### config.mk
export PLATFORM = sky130hd
export DESIGN_NAME = dma_bus_slave_mem_flat
export DESIGN_NICKNAME = d
export VERILOG_FILES = /design/src/rtl/dma_bus_slave_mem_if.sv /design/src/rtl/dma_bus_slave_mem.sv /design/src/flat_wrapper.sv
export SDC_FILE = /design/constraint.sdc
export NUM_CORES = 2
export LEC_CHECK = 0
export ABC_AREA = 1
export CAP_MARGIN = 20
export CORE_UTILIZATION = 44
export CTS_CLUSTER_DIAMETER = 60
export DETAILED_ROUTE_END_ITERATION = 10
export DONT_BUFFER_PORTS = 1
export GPL_TIMING_DRIVEN = 0
export PLACE_DENSITY = 0.59
export RECOVER_POWER = 25
export SLEW_MARGIN = 20
export SYNTH_ARGS = -nofsm -noshare
export SYNTH_HDL_FRONTEND = slang
export SYNTH_SLANG_ARGS = --single-unit
export TNS_END_PERCENT = 5
### constraint.sdc
create_clock -name clk -period 8.4 [get_ports clk]
set_input_delay 2.1 -clock clk [delete_from_list [all_inputs] [get_ports clk]]
set_output_delay 2.1 -clock clk [all_outputs]
set_load 0.02 [all_outputs]
### src/rtl/dma_bus_slave_mem_if.sv
// dma_bus_slave_mem_if: DMA master bus between a channel controller (master) and a memory responder (slave).
interface dma_bus_slave_mem_if;
    logic        wr;
    logic        rd;
    logic [31:0] addr;
    logic [31:0] wdata;
    logic [31:0] rdata;
    logic        rd_en;
    logic        hready;
    logic        busy;
    logic        err;

    modport master (output wr, rd, addr, wdata, input rdata, rd_en, hready, busy, err);
    modport slave  (input wr, rd, addr, wdata, output rdata, rd_en, hready, busy, err);
endinterface

### src/rtl/dma_bus_slave_mem.sv
// dma_bus_slave_mem: memory-backed DMA bus responder with programmable wait states.
// Optional BUS_SLV_ADDR_ERR_EN flags out-of-range requests with err and suppresses their memory effect.
module dma_bus_slave_mem #(
    parameter int          DEPTH       = 64,
    parameter int          AW          = 6,
    parameter logic [31:0] BASE_ADDR   = 32'h0000_0000,
    parameter int          WAIT_CYCLES = 0
) (
    input logic               clk,
    input logic               rst,
    dma_bus_slave_mem_if.slave bus
);
    typedef enum logic [1:0] {IDLE, WAIT, RESP} state_t;

    localparam logic [7:0]  WLOAD = 8'(WAIT_CYCLES > 0 ? WAIT_CYCLES - 1 : 0);
    localparam logic [31:0] MASK  = ~32'(DEPTH * 4 - 1);

    state_t        state, state_nx;
    logic [7:0]    wcnt;
    logic [31:0]   addr_q, wdata_q, rdata_q;
    logic          op_wr_q;
    logic [31:0]   mem [DEPTH];
    logic          accept, enter_resp, w_cur, ok;
    logic [31:0]   a_cur, d_cur;
    logic [AW-1:0] idx;
    logic          unused_addr;

    // With zero wait states the response is entered at the accepting edge, so use the live bus fields.
    always_comb begin
        accept     = (state == IDLE) && (bus.wr || bus.rd);
        a_cur      = (state == IDLE) ? bus.addr : addr_q;
        d_cur      = (state == IDLE) ? bus.wdata : wdata_q;
        w_cur      = (state == IDLE) ? bus.wr : op_wr_q;
        idx        = a_cur[AW+1:2];
        state_nx   = (state == IDLE) ? (accept ? (WAIT_CYCLES > 0 ? WAIT : RESP) : IDLE) :
                     (state == WAIT) ? (wcnt == 8'd0 ? RESP : WAIT) : IDLE;
        enter_resp = (state_nx == RESP) && !rst;
    end

`ifdef BUS_SLV_ADDR_ERR_EN
    assign ok          = (a_cur & MASK) == BASE_ADDR;
    assign bus.err     = (state == RESP) && !ok;
    assign unused_addr = ^a_cur[1:0];
`else
    assign ok          = 1'b1;
    assign bus.err     = 1'b0;
    assign unused_addr = ^{a_cur[1:0], a_cur[31:AW+2], MASK};
`endif

    always_ff @(posedge clk or posedge rst) begin
        if (rst) state <= IDLE;
        else     state <= state_nx;
    end

    always_ff @(posedge clk or posedge rst) begin
        if (rst) begin
            wcnt    <= 8'd0;
            addr_q  <= 32'd0;
            wdata_q <= 32'd0;
            op_wr_q <= 1'b0;
        end else if (accept) begin
            wcnt    <= WLOAD;
            addr_q  <= bus.addr;
            wdata_q <= bus.wdata;
            op_wr_q <= bus.wr;
        end else if (state == WAIT && wcnt != 8'd0) begin
            wcnt <= wcnt - 8'd1;
        end
    end

    always_ff @(posedge clk) begin
        if (enter_resp && w_cur && ok) mem[idx] <= d_cur;
    end

    always_ff @(posedge clk or posedge rst) begin
        if (rst) rdata_q <= 32'd0;
        else if (enter_resp && !w_cur) rdata_q <= ok ? mem[idx] : 32'd0;
    end

    assign bus.rdata  = rdata_q;
    assign bus.rd_en  = (state == RESP) && !op_wr_q;
    assign bus.hready = (state == RESP) && op_wr_q;
    assign bus.busy   = state != IDLE;
endmodule

### src/flat_wrapper.sv
// flat-port wrapper written by rule: the top's interface ports become plain ports
module dma_bus_slave_mem_flat 
#(
    parameter int          DEPTH       = 64,
    parameter int          AW          = 6,
    parameter logic [31:0] BASE_ADDR   = 32'h0000_0000,
    parameter int          WAIT_CYCLES = 0
)
  (clk, rst, bus_wr, bus_rd, bus_addr, bus_wdata, bus_rdata, bus_rd_en, bus_hready, bus_busy, bus_err);
  dma_bus_slave_mem_if bus_i ();
  input logic clk;
  input logic rst;
  input wire logic [$bits(bus_i.wr)-1:0] bus_wr;
  input wire logic [$bits(bus_i.rd)-1:0] bus_rd;
  input wire logic [$bits(bus_i.addr)-1:0] bus_addr;
  input wire logic [$bits(bus_i.wdata)-1:0] bus_wdata;
  output wire logic [$bits(bus_i.rdata)-1:0] bus_rdata;
  output wire logic [$bits(bus_i.rd_en)-1:0] bus_rd_en;
  output wire logic [$bits(bus_i.hready)-1:0] bus_hready;
  output wire logic [$bits(bus_i.busy)-1:0] bus_busy;
  output wire logic [$bits(bus_i.err)-1:0] bus_err;
  assign bus_i.wr = bus_wr;
  assign bus_i.rd = bus_rd;
  assign bus_i.addr = bus_addr;
  assign bus_i.wdata = bus_wdata;
  assign bus_rdata = bus_i.rdata;
  assign bus_rd_en = bus_i.rd_en;
  assign bus_hready = bus_i.hready;
  assign bus_busy = bus_i.busy;
  assign bus_err = bus_i.err;
  dma_bus_slave_mem #(.DEPTH(DEPTH), .AW(AW), .BASE_ADDR(BASE_ADDR), .WAIT_CYCLES(WAIT_CYCLES)) u_core (.clk(clk), .rst(rst), .bus(bus_i));
endmodule
==> flow_summary.rst <==
.. list-table::
   :header-rows: 1

   * - Metric
     - Value
   * - Setup Viol. Count Final
     - 0
   * - Maximum fanout encountered on the critical timing path
     - 50
   * - Number of sinks on the clock net
     - 2129
   * - Post-CTS setup-driven buffer insertion count
     - 0
   * - Max Freq
     - 0.167 GHz
   * - Share of flip-flops with an asynchronous set or reset
     - 0.0380
   * - Slew at the pin with the worst max-slew slack
     - 3.51 ns
   * - Largest cells by area after synthesis
     - edfxtp_1 (68%), nand2_1 (9.9%), inv_1 (7.4%), nand3_1 (3.9%), o211ai_1 (2.9%)
   * - Clock Tree Buf Depth
     - 3
   * - Top-level I/O count
     - 104
   * - Met2 wire len
     - 136000 um
   * - Number of detailed-route iterations in the first pass
     - 9
   * - Wirelength, routed
     - 315000 um
   * - Unrepaired setup endpoints after global routing
     - no
   * - Total number of nets in the final design
     - 8908
   * - Proportion of synthesized chip area in sequential cells
     - 0.703
   * - Crit path setup slack, layout
     - 2.40 ns
   * - FF+latch count, synth
     - 2129
   * - Worst clock skew on the final layout
     - 0.0377 ns
   * - Core Area
     - 203000 sq um
   * - Violations in the final reports
     - max-capacitance violations, max-slew violations
   * - Overall overflow remaining after global route
     - 0
   * - Library cells used by synthesis
     - 33
   * - Post-Synthesis Net Count
     - 8495
   * - Worst-Skew Late Latency
     - 0.88 ns
   * - Chip height
     - 455 um
   * - Pin count of the biggest net entering global routing
     - 50
   * - Fin Setup TNS
     - 0 ns
   * - Number of global-route vias before repair
     - 58400
   * - Starting density of the core
     - 0.445
   * - TritonCTS clock tree
     - done
   * - Overall global routing resource usage
     - 0.303
   * - Fraction of layout cells with a size suffix above 1
     - 0.0983
   * - Power Dens Cells
     - 254 nW/um^2
   * - Arrival time worst endpoint
     - 6.57 ns
   * - Area growth from synthesis to layout
     - 16.3%
   * - Cts bufs inserted
     - 223
   * - Post-detailed-route count of antenna-violating nets
     - 0
   * - Post-route design area
     - 105000 sq um
   * - Library cell with the largest summed area after synthesis
     - edfxtp_1
   * - Met1 WL
     - 122000 um
   * - Count of flip-flops with a built-in enable after synthesis
     - 2048
   * - Chip width
     - 455 um
   * - Detail Placement HPWL
     - 226000 um
   * - Portion of synthesized cell area occupied by the leading cell type
     - 0.680
   * - Element type at the critical path start
     - input pin
   * - Highest routed layer
     - met5
   * - Post-Synthesis Mean Instance Area
     - 10.7 sq um
   * - Maximum resistive drop on vdd
     - 0.200 mV
   * - Period utilisation layout
     - 0.714
   * - Count of filler cells inserted in the layout
     - 17700
   * - Fin crit period
     - 6.00 ns
   * - Site row count
     - 165
   * - Final core area utilization
     - 0.518
   * - Number of gates resized after CTS
     - 0
   * - Outcome
     - finished, violations left
   * - MaxCap Viol Count
     - 27
   * - Required time worst endpoint
     - 8.97 ns
   * - Post-synthesis instance total
     - 8426
   * - Final Wtd Congestion
     - 0.951
   * - Netlist area before placement
     - 90400 sq um
   * - Post-DR wirelength/cell
     - 26.9 um
   * - Relative slew slack
     - -1.36
   * - Average vias per placed instance
     - 5.40
   * - Leakage power summed over all cells
     - 44.2 nW
   * - Setup WS pre-CTS
     - 2.24 ns
   * - Clock transition time at the flip-flop clock pins of the worst setup and hold paths
     - 0.06 ns
   * - Capturing element type of the critical path
     - register
   * - Routed length on met3
     - 38800 um
   * - H-Tree Depth
     - 4
   * - Worst Setup Path Type
     - input pin to register
   * - Root cell of the clock tree
     - clkbuf_16
   * - First-pass GRT wire length
     - 436000 um
   * - Placed cell areas
     - 99200 sq um
   * - Final max-slew violation count
     - 548
   * - DRC violations left
     - 0
   * - Total vias in the final route
     - 63200
   * - Antenna violations before repair
     - 27
   * - Hold Violations, Final
     - 0
   * - Die area
     - 207000 sq um
   * - Total power consumption of the routed design
     - 26.7 mW
   * - HP Class
     - register to register
   * - Post-synth top flop
     - edfxtp_1
   * - I/O Buffers
     - 0
   * - Number of warnings issued by yosys
     - 0
   * - Number of DRC markers in iteration 0
     - 9542
   * - Post-cts hold buffer count
     - 0
## cell usage after synthesis (2+ instances only)
master	instances
buf_6	4
o21ai_1	154
inv_1	1777
nor2_1	342
or2_1	14
edfxtp_1	2048
o211ai_1	352
o21ai_0	81
buf_1	4
o21ai_4	2
a21oi_1	7
or2_2	20
nand2_1	2392
nand3_1	712
nor3_1	5
nand4_1	26
buf_2	302
clkbuf_1	67
nor2_2	4
buf_4	9
nor3_2	3
nand2_2	3
inv_2	8
dfrtp_1	81
## state kept, by name (all words and copies together) (netlist names)
signal,flops
u_core.mem,2048
u_core.op_wr_q,1
u_core.state,2
u_core.wdata_q,32
u_core.bus.rdata,32
u_core.wcnt,8
u_core.addr_q,6
## worst max-delay path: stages
cell and delay (ns):
clkinvlp_2 1.04, buf_16 0.37, nand2_1 0.09, nor2_1 0.60, nand3_1 0.91, nor2_4 0.90, buf_16 0.25, buf_16 0.18
## routing by layer
layer / up-vias / GRT usage
li1: 28100 / -
met1: 30500 / 0.413
met2: 3820 / 0.452
met3: 709 / 0.0742
met4: 10 / 0.152
met5: - / 0
## cell families after synthesis
kind of cell | synth area share
adder cells (fa/ha/maj) | 0.000138
AND/OR/NAND/NOR | 0.159
AO/OA/AOI/OAI | 0.0432
flip-flops | 0.703
buffers and inverters | 0.0951
other | 0.0000415
## power by group
part	switching, mW	internal (mW)
clock	4.24	5.50
sequential	0.174	12.2
combinational	3.63	1.04
total	8.05	18.7
## path summary, 6_finish.rpt
kind | end | slack, ns | cells after the start | from
setup / recovery | u_core.mem[55][10] | 2.40 | 8 | rst
setup reg to reg | u_core.mem[55][10] | 3.23 | 10 | u_core.state[0]
hold / removal | u_core.wdata_q[7] | 0.49 | 2 | u_core.wdata_q[7]
min in group asynchronous | u_core.bus.rdata[22] | 1.57 | 1 | rst
hold reg to reg | u_core.wdata_q[7] | 0.49 | 2 | u_core.wdata_q[7]
max in group asynchronous | u_core.bus.rdata[7] | 5.74 | 2 | rst
## stage by stage
step	cells	hold slack, ns
final	11700	0.486
after global routing	11700	0.512
after CTS	11700	0.488
after detailed placement	11300	0.474
after global placement	11100	0.467
after floorplan	8426	0.453
## cells in the final DEF, fill, tap and decap left out, drive strengths merged
cell | synthesis | layout
nand2 | 2395 | 2395
edfxtp | 2048 | 2048
inv | 1785 | 1795
nand3 | 713 | 713
buf | 319 | 463
clkbuf | 67 | 390
o211ai | 352 | 352
nor2 | 346 | 346
o21ai | 238 | 238
clkinv | 1 | 105
dfrtp | 81 | 81
or2 | 34 | 34
nand4 | 26 | 26
bufinv | 0 | 18
diode | 0 | 9
nor3 | 9 | 9
a21oi | 7 | 7
clkinvlp | 0 | 5
nor3b | 1 | 1
o31ai | 1 | 1
o22ai | 1 | 1
ha | 1 | 1
conb | 1 | 1
## final cells by class
| cell class | count | area (sq um) | area share |
|---|---|---|---|
| Clock inverter | 137 | 1220 | 0.0116 |
| Clock buffer | 279 | 5880 | 0.0559 |
| Antenna cell | 9 | 22.5 | 0.000214 |
| Timing Repair Buffer | 188 | 3740 | 0.0356 |
| Sequential cell | 2129 | 63500 | 0.604 |
| Inverter | 1786 | 6710 | 0.0638 |
| Multi-Input combinational cell | 4125 | 18800 | 0.179 |
| Tap cell | 2672 | 3340 | 0.0318 |
| Buffer | 386 | 1900 | 0.0180 |
(Power assumes the default switching activity.)
